`src/rtl/ttl_74112_sync_bank_pkg.sv`:
```
// Shared definitions for the synchronous 74-series flip-flop models:
// trigger polarity encodings, JK command encodings and the JK next-state function.
package ttl_sync_pkg;

  localparam logic EDGE_FALL = 1'b0;
  localparam logic EDGE_RISE = 1'b1;

  typedef enum logic [1:0] {
    JK_HOLD   = 2'b00,
    JK_RESET  = 2'b01,
    JK_SET    = 2'b10,
    JK_TOGGLE = 2'b11
  } jk_cmd_t;

  function automatic logic jk_next(input logic j, input logic k, input logic q);
    jk_cmd_t cmd;
    logic    nxt;
    cmd = jk_cmd_t'({j, k});
    case (cmd)
      JK_HOLD:   nxt = q;
      JK_RESET:  nxt = 1'b0;
      JK_SET:    nxt = 1'b1;
      JK_TOGGLE: nxt = ~q;
      default:   nxt = q;
    endcase
    return nxt;
  endfunction

endpackage

```
`src/rtl/ttl_74112_sync_bank_if.sv`:
```
// Signal bundle of the JK flip-flop bank: emulated TTL nets in, flip-flop outputs back.
interface ttl_74112_sync_bank_if #(
  parameter int BLOCKS = 4
);

  logic [BLOCKS-1:0] Cen;
  logic [BLOCKS-1:0] PREn;
  logic [BLOCKS-1:0] CLRn;
  logic [BLOCKS-1:0] J;
  logic [BLOCKS-1:0] K;
  logic [BLOCKS-1:0] Q;
  logic [BLOCKS-1:0] Qn;
  logic [BLOCKS-1:0] Trig;

  modport master (
    output Cen, PREn, CLRn, J, K,
    input  Q, Qn, Trig
  );

  modport slave (
    input  Cen, PREn, CLRn, J, K,
    output Q, Qn, Trig
  );

endinterface

```
`src/rtl/ttl_cen_edge_det.sv`:
```
// Edge detector for an emulated TTL clock net sampled by the system clock.
// fire is combinational for the same-cycle state update; trig is its registered copy.
module ttl_cen_edge_det
  import ttl_sync_pkg::*;
#(
  parameter logic POLARITY = EDGE_FALL
) (
  input  logic Clk,
  input  logic Reset_n,
  input  logic src,
  output logic fire,
  output logic trig
);

  logic r_last;
  logic r_trig;
  logic w_fire;

  // Compare the current source level against the previous one for the active edge
  always_comb begin
    if (POLARITY == EDGE_RISE) begin
      w_fire = ~r_last & src;
    end else begin
      w_fire = r_last & ~src;
    end
  end

  // History resets to the non-triggering level so release never fires spuriously
  always_ff @(posedge Clk or negedge Reset_n) begin
    if (!Reset_n) begin
      r_last <= POLARITY;
      r_trig <= 1'b0;
    end else begin
      r_last <= src;
      r_trig <= w_fire;
    end
  end

  assign fire = w_fire;
  assign trig = r_trig;

endmodule

```
`src/rtl/ttl_74112_sync_bank.sv`:
```
// Bank of synchronous-emulation 74LS112-style JK flip-flops with per-channel
// preset/clear, trigger polarity and optional ripple cascading from the previous channel.
module ttl_74112_sync_bank #(
  parameter int              BLOCKS    = 4,
  parameter logic [BLOCKS-1:0] EDGE_RISE = {BLOCKS{1'b0}},
  parameter logic [BLOCKS-1:0] CASCADE   = {BLOCKS{1'b0}},
  parameter logic [BLOCKS-1:0] INIT_Q    = {BLOCKS{1'b0}}
) (
  input  logic                  Clk,
  input  logic                  Reset_n,
  ttl_74112_sync_bank_if.slave  bus
);

  import ttl_sync_pkg::*;

  logic [BLOCKS-1:0] w_src;
  logic [BLOCKS-1:0] w_fire;
  logic [BLOCKS-1:0] w_trig;
  logic [BLOCKS-1:0] w_q_nxt;
  logic [BLOCKS-1:0] w_both;
  logic [BLOCKS-1:0] r_q;
  logic [BLOCKS-1:0] r_q_o;
  logic [BLOCKS-1:0] r_qn_o;

  for (genvar g = 0; g < BLOCKS; g++) begin : g_ch
    // Cascaded channels take the stored Q of the previous stage, adding one Clk per stage
    if ((g > 0) && CASCADE[g]) begin : g_casc
      assign w_src[g] = r_q[g-1];
    end else begin : g_cen
      assign w_src[g] = bus.Cen[g];
    end

    ttl_cen_edge_det #(
      .POLARITY (EDGE_RISE[g])
    ) u_edge (
      .Clk     (Clk),
      .Reset_n (Reset_n),
      .src     (w_src[g]),
      .fire    (w_fire[g]),
      .trig    (w_trig[g])
    );
  end

  // Next stored state: clear, then preset, then JK on a fire; an overridden fire is dropped
  always_comb begin
    w_q_nxt = r_q;
    w_both  = {BLOCKS{1'b0}};
    for (int i = 0; i < BLOCKS; i++) begin
      w_both[i] = ~bus.CLRn[i] & ~bus.PREn[i];
      if (!bus.CLRn[i]) begin
        w_q_nxt[i] = 1'b0;
      end else if (!bus.PREn[i]) begin
        w_q_nxt[i] = 1'b1;
      end else if (w_fire[i]) begin
        w_q_nxt[i] = jk_next(bus.J[i], bus.K[i], r_q[i]);
      end else begin
        w_q_nxt[i] = r_q[i];
      end
    end
  end

  // Stored state plus registered outputs; both-asserted drives Q and Qn high like the 74112
  always_ff @(posedge Clk or negedge Reset_n) begin
    if (!Reset_n) begin
      r_q    <= INIT_Q;
      r_q_o  <= INIT_Q;
      r_qn_o <= ~INIT_Q;
    end else begin
      r_q    <= w_q_nxt;
      r_q_o  <= w_q_nxt | w_both;
      r_qn_o <= ~w_q_nxt | w_both;
    end
  end

  assign bus.Q    = r_q_o;
  assign bus.Qn   = r_qn_o;
  assign bus.Trig = w_trig;

endmodule

```
`src/flat_wrapper.sv`:
```
// flat-port wrapper written by rule: the top's interface ports become plain ports
module ttl_74112_sync_bank_flat import ttl_sync_pkg::*;
#(
  parameter int              BLOCKS    = 4,
  parameter logic [BLOCKS-1:0] EDGE_RISE = {BLOCKS{1'b0}},
  parameter logic [BLOCKS-1:0] CASCADE   = {BLOCKS{1'b0}},
  parameter logic [BLOCKS-1:0] INIT_Q    = {BLOCKS{1'b0}}
)
  (Clk, Reset_n, bus_Cen, bus_PREn, bus_CLRn, bus_J, bus_K, bus_Q, bus_Qn, bus_Trig);
  ttl_74112_sync_bank_if #(.BLOCKS(BLOCKS)) bus_i ();
  input  logic Clk;
  input  logic Reset_n;
  input wire logic [$bits(bus_i.Cen)-1:0] bus_Cen;
  input wire logic [$bits(bus_i.PREn)-1:0] bus_PREn;
  input wire logic [$bits(bus_i.CLRn)-1:0] bus_CLRn;
  input wire logic [$bits(bus_i.J)-1:0] bus_J;
  input wire logic [$bits(bus_i.K)-1:0] bus_K;
  output wire logic [$bits(bus_i.Q)-1:0] bus_Q;
  output wire logic [$bits(bus_i.Qn)-1:0] bus_Qn;
  output wire logic [$bits(bus_i.Trig)-1:0] bus_Trig;
  assign bus_i.Cen = bus_Cen;
  assign bus_i.PREn = bus_PREn;
  assign bus_i.CLRn = bus_CLRn;
  assign bus_i.J = bus_J;
  assign bus_i.K = bus_K;
  assign bus_Q = bus_i.Q;
  assign bus_Qn = bus_i.Qn;
  assign bus_Trig = bus_i.Trig;
  ttl_74112_sync_bank #(.BLOCKS(BLOCKS), .EDGE_RISE(EDGE_RISE), .CASCADE(CASCADE), .INIT_Q(INIT_Q)) u_core (.Clk(Clk), .Reset_n(Reset_n), .bus(bus_i));
endmodule
```
`config.mk`:
```
export PLATFORM = sky130hd
export DESIGN_NAME = ttl_74112_sync_bank_flat
export DESIGN_NICKNAME = d
export VERILOG_FILES = /design/src/rtl/ttl_74112_sync_bank_pkg.sv /design/src/rtl/ttl_74112_sync_bank_if.sv /design/src/rtl/ttl_cen_edge_det.sv /design/src/rtl/ttl_74112_sync_bank.sv /design/src/flat_wrapper.sv
export SDC_FILE = /design/constraint.sdc
export NUM_CORES = 1
export LEC_CHECK = 0
export CAP_MARGIN = 20
export CORE_ASPECT_RATIO = 1.2
export CORE_UTILIZATION = 30
export CTS_CLUSTER_DIAMETER = 60
export DETAILED_ROUTE_END_ITERATION = 16
export SYNTH_ARGS = -nofsm -noshare
export SYNTH_HDL_FRONTEND = slang
export SYNTH_HIERARCHICAL = 1
export SYNTH_SLANG_ARGS = --single-unit
```
`constraint.sdc`:
```
create_clock -name Clk -period 1.6 [get_ports Clk]
set_clock_uncertainty 0.2 [all_clocks]
set_input_delay 0.32 -clock Clk [delete_from_list [all_inputs] [get_ports Clk]]
set_output_delay 0.32 -clock Clk [all_outputs]
set_load 0.005 [all_outputs]
```
# After elaboration in Yosys (flattened, before gate mapping)
# Index checks and enable logic that the tools add are counted.
dict set report op_classes {
  eq_ne 12
  n_mux 16
  n_bitwise 27
  n_reduce_logical 4
}
# operator n
set op_table {}
lappend op_table {{$eq A2 B2 Y1 const B} 8}
lappend op_table {{$not A1 Y1} 16}
lappend op_table {{$pmux W1 S4} 4}
lappend op_table {{$mux W1} 12}
lappend op_table {{$and A1 B1 Y1} 8}
lappend op_table {{$eq A2 B1 Y1 const B} 4}
lappend op_table {{$logic_not A2 Y1} 4}
lappend op_table {{$or A4 B4 Y4} 2}
lappend op_table {{$not A4 Y4} 1}
dict set report totals {
  reg_bits 20
  in_bits 22
  out_inout_bits 12
  elab_cells 70
}

# Longest topological paths before layout
dict set report logic_depth {
  word_depth 7
  mapped_depth 3
  depth_no_buf 3
}

# Hierarchy
# The synthesis kept the hierarchy.
# mod n_inst cells_per_inst area_each_um2 seq_area_each_um2
set by_module_without_submodules {}
lappend by_module_without_submodules {ttl_74112_sync_bank 1 44 566.8 305.3}
lappend by_module_without_submodules {ttl_cen_edge_det 4 3 63.8 50.0}

# Worst setup path before layout
# OpenSTA, ideal clock, no wires.
dict set report synth_timing {
  path_type {register to register}
  from {register u_core.g_ch[0].u_edge.r_last}
  to {register u_core.r_q[0]}
  setup_time_ns 0.126
  t_arrival_ns 0.882
  t_required_ns 1.274
  setup_slack_ns 0.392
  stages_incl_launch_ff 4
  path_buffers 0
  synth_period_minus_slack_ns 1.208
  path_cell_list {dfrtp_1 nor2b_4 and2_4 o311a_1}
}
dict set report synth_via {
  elab_chain_len 4
}
# element line_no
set synth_lines {}
lappend synth_lines {{start, declared} ttl_cen_edge_det.sv:15} ;# logic r_last;
lappend synth_lines {{start signal, assigned} ttl_cen_edge_det.sv:34} ;# r_last <= src;
lappend synth_lines {{$and A1 B1 Y1} ttl_cen_edge_det.sv:24} ;# w_fire = r_last & ~src;
lappend synth_lines {{named net u_core.w_fire[0]} ttl_74112_sync_bank.sv:17} ;# logic [BLOCKS-1:0] w_fire;
lappend synth_lines {{$mux W1} ttl_74112_sync_bank.sv:54} ;# end else if (w_fire[i]) begin
lappend synth_lines {{$mux W1} ttl_74112_sync_bank.sv:52} ;# end else if (!bus.PREn[i]) begin
lappend synth_lines {{$mux W1} ttl_74112_sync_bank.sv:50} ;# if (!bus.CLRn[i]) begin
lappend synth_lines {{named net u_core.w_q_nxt[0]} ttl_74112_sync_bank.sv:19} ;# logic [BLOCKS-1:0] w_q_nxt;
lappend synth_lines {{end signal, assigned} ttl_74112_sync_bank.sv:69} ;# r_q <= w_q_nxt;
lappend synth_lines {{end, declared} ttl_74112_sync_bank.sv:21} ;# logic [BLOCKS-1:0] r_q;
# The timed path passes the listed nets, and every way through them passes these cells.

# Worst setup path after layout
dict set report layout_timing {
  from {register u_core.r_qn_o[3], in the netlist u_core/bus.Qn[3]}
  to {output port bus_Qn[3]}
}
# element line_no
set layout_lines {}
lappend layout_lines {{start, declared} ttl_74112_sync_bank.sv:23} ;# logic [BLOCKS-1:0] r_qn_o;
lappend layout_lines {{start signal, assigned} ttl_74112_sync_bank.sv:67} ;# r_qn_o <= ~INIT_Q;
lappend layout_lines {{start signal, assigned} ttl_74112_sync_bank.sv:71} ;# r_qn_o <= ~w_q_nxt | w_both;
lappend layout_lines {{end, declared} flat_wrapper.sv:19} ;# output wire logic [$bits(bus_i.Qn)-1:0] bus_Qn;
# No word-level cell between the ends.

==> reports/results.env <==
GLOBAL_ROUTE_WIRE_LENGTH_BEFORE_REPAIR_MM=2.68
DRT_ITER0_DRC=12
POST_DRT_VIA_CELL_RATIO=4.87
CATEGORY_OF_CELLS_ACCOUNTING_FOR_THE_LARGEST_SHARE_OF_CRITICAL_PATH_DELAY='flip-flops'
DRT_PRE_ANTENNA_ITERS=2
WORST_SETUP_HOLD_PATH_CLK_SLEW_NS=0.11
DRV.MAX_CAP_VIOLATION_COUNT=0
LARGEST_NET_DEGREE_AT_THE_START_OF_GLOBAL_ROUTING=21
CRIT_REQUIRED_NS=1.08
SYNTH-COMPOUND-AREA-SHARE_PCT=21.0
SYNTH-ADDER-AREA-SHARE_PCT=0
SYN_AREA_SQ_UM=822
PORTBUFFERS=33
PERIOD_MINUS_SLACK_NS=1.53
LEAKAGE_nW=0.549
TRITONCTS='yes'
SYNTH-XOR-AREA-SHARE_PCT=0
TIMING.FINAL.HOLD_VIOLATIONS=0
P_PER_AREA_mW_PER_MM2=828
CRITICAL_PATH.STARTPOINT_TYPE='flip-flop'
GRT.BUSIEST_LAYER='met2'
POST_ROUTE_CELLS_DRIVE_ABOVE_1_SHARE_PCT=26.6
DEEPEST_LEVEL_OF_THE_CTS_H_TREE=1
GR-USAGE-ALL-LAYERS_PCT=12.5
ANTENNA_CELLS=0
OVERFLOW=0
NUM-NETS-FINAL=117
SYNTH_SIMPLE_GATE_AREA_SHARE_PCT=15.7
POSTROUTEANTENNANETS=0
DESIGN.CORE.AREA_SQ_MM=0.00258
POST_SYNTH_INST_COUNT=56
POST_SYNTH_MUX_AREA_SHARE_PCT=0
CLK_TREE_ROOT_CELL='clkbuf_4'
TIMING.SETUP.CRITICAL_PATH_CLASS='reg2out'
CHIPHEIGHT_UM=59.3
MAX-VDD-IR-DROP_uV=361
HOLD_PATH.CLASS='in2async'
CP_SLOWEST_CELL='dfstp_2'
GRT_ANTENNA_BEFORE_REPAIR=0
SETUP-VIOLATIONS-FINAL=0
PLACE.GP.CONGESTION=0.722
WORST-PATH-BUF-INV=1
SEQ_AREA_FRAC_SYNTH_PCT=61.5
RESULT_OF_THE_RUN='finished clean'
MAX_CLOCK_FREQ_GHz=0.652
TOTAL_POWER_mW=1.02
INSERTION_DELAY_NS=0.29
SYN-NUM-NETS=78
YS_SEQ_ELEMENTS=20
DP.FINAL_HPWL_MM=1.27
CLOCK-SINKS=20
YOSYS_WARNINGS=6
GROUTE.LAYER.MET3.USAGE_PCT=2.82
SLEW-LIMIT-HEADROOM_PCT=83.2
POST_ROUTE_DRC=0
POST_SYNTH_NUM_CELL_TYPES=16
DESIGN.DIE.AREA_SQ_MM=0.00295
CRITPATHARRIVALTIME_NS=1.01
WIRELENGTH_MM=1.61
GRT_SETUP_UNREPAIRED='false'
GR-USAGE-MET2_PCT=23.7
RR_STARTPOINT='u_core/g_ch[1].u_edge/r_last'
AREA_GROWTH_PCT=49.3
GRT_PASS1_VIAS=667
GRT_USE_MET1_PCT=12.2
IOS=34
SYNTH.AVG_CELL_AREA_SQ_UM=14.7
CTS-BUFFERS-INSERTED=3
WORST_SLEW_PIN_SLEW_NS=0.251
SLEW_VIOLATIONS=0
CRIT_PATH_CELLS='clkdlybuf4s15_1'
ROW_COUNT=20
CRIT_PATH_MAX_INCR_DELAY_NS=0.53
DETAIL_ROUTE.WL_PER_CELL_UM=12.7
VIA_COUNT=619
SYNTH_TOP_FAMILY_BY_AREA='compound AO/OA/AOI/OAI gates'
FLOORPLAN.INITIALDENSITY_PCT=31.9
WORST_R2R_PATH_DEPTH=3
WORST_SETUP_PATH_END_KIND='output port'
REG2REG_SETUP_SLACK_NS=0.33
RR_ENDPOINT='u_core/r_q[1]'
FINALSETUPTNS_NS=0
WORST-PATH-MAX-FANOUT=1
CTS.REPAIR_TIMING.SETUP_BUFFER_COUNT=0
FINAL.PERIOD_UTILIZATION_PCT=95.8
CHIPWIDTH_UM=49.8
CLOCKBUFFERDEPTH=2
power breakdown:
group	switching, mW	internal [mW]
registers	0.0159	0.544
logic	0.0628	0.108
clock network	0.147	0.138
total	0.226	0.791
cell usage after synthesis:
master    instances  area, sq um
dfrtp_1          16          400
a31o_2            4         35.0
dfstp_2           4          105
inv_1             4         15.0
nand3_1           4         20.0
nor2b_4           4         55.1
a21o_1            3         22.5
and2_4            3         26.3
nand4_1           3         18.8
o311a_1           3         30.0
o311ai_2          3         48.8
a21boi_2          1         11.3
a21o_2            1         8.76
and3b_1           1         8.76
o31a_1            1         8.76
o31ai_1           1         7.51
what timing repair did:
action,4_1_cts,5_1_grt
setup endpoints to repair,12,4
gates resized for setup,12,4
hold buffers,0,0
per-layer routing:
metal	routed length, um	vias to the layer above
li1	-	289
met1	644	308
met2	870	20
met3	74	2
met4	18	0
met5	0	-
cells by family after synthesis:
| kind of cell | after synthesis |
|---|---|
| compound gates | 17 |
| simple gates | 15 |
| flops | 20 |
| buf+inv | 4 |
layout by cell type, fill, tap and decap left out, drive strengths merged:
| master | synthesis | routed |
|---|---|---|
| clkdlybuf4s50 | 0 | 21 |
| dfrtp | 16 | 16 |
| dlygate4sd2 | 0 | 8 |
| clkdlybuf4s15 | 0 | 4 |
| inv | 4 | 4 |
| nand3 | 4 | 4 |
| a31o | 4 | 4 |
| dfstp | 4 | 4 |
| nor2b | 4 | 4 |
| clkbuf | 0 | 4 |
| a21o | 4 | 4 |
| and2 | 3 | 3 |
| nand4 | 3 | 3 |
| o311a | 3 | 3 |
| o311ai | 3 | 3 |
| a21boi | 1 | 1 |
| and3b | 1 | 1 |
| o31a | 1 | 1 |
| o31ai | 1 | 1 |
| buf | 0 | 1 |
sequential cells by signal, summed over array words and instances, names as in the netlist:
name	count
u_core/g_ch.u_edge/trig	4
u_core/bus.Q	4
u_core/r_q	4
u_core/bus.Qn	4
u_core/g_ch.u_edge/r_last	4
worst max-delay path by stage:
stage          cells after the start             to                          from
3_3_place_gp                       4  u_core/r_q[1]                    bus_Cen[1]
2_1_floorplan                      3  u_core/r_q[0]  u_core/g_ch[0].u_edge/r_last
6_report                           1      bus_Qn[3]              u_core/bus.Qn[3]
3_5_place_dp                       4  u_core/r_q[1]                    bus_Cen[1]
4_1_cts                            1      bus_Qn[3]              u_core/bus.Qn[3]
5_1_grt                            1      bus_Qn[3]              u_core/bus.Qn[3]
final cells by class:
class	instances	area, sq um
clock buffers	4	36.3
fillers	248	1350
inverters	4	15.0
multi-input cells	32	302
flip-flops and latches	20	505
well taps	33	41.3
repair buffers	34	328
per-stage QoR:
stage               worst slack [ns]  instances  hold WS, ns  utilization (%)  area, sq um
global route                 0.00357        127        0.153             47.6         1230
floorplan                      0.392         56       -0.176                -          822
CTS                          0.00889        127        0.160             47.4         1220
finish                        0.0668        127        0.163             47.6         1230
global placement             -0.0753        123        0.321             46.6         1200
detailed placement            -0.106        123        0.326             46.6         1200
Power figures use the tool's default switching activity.
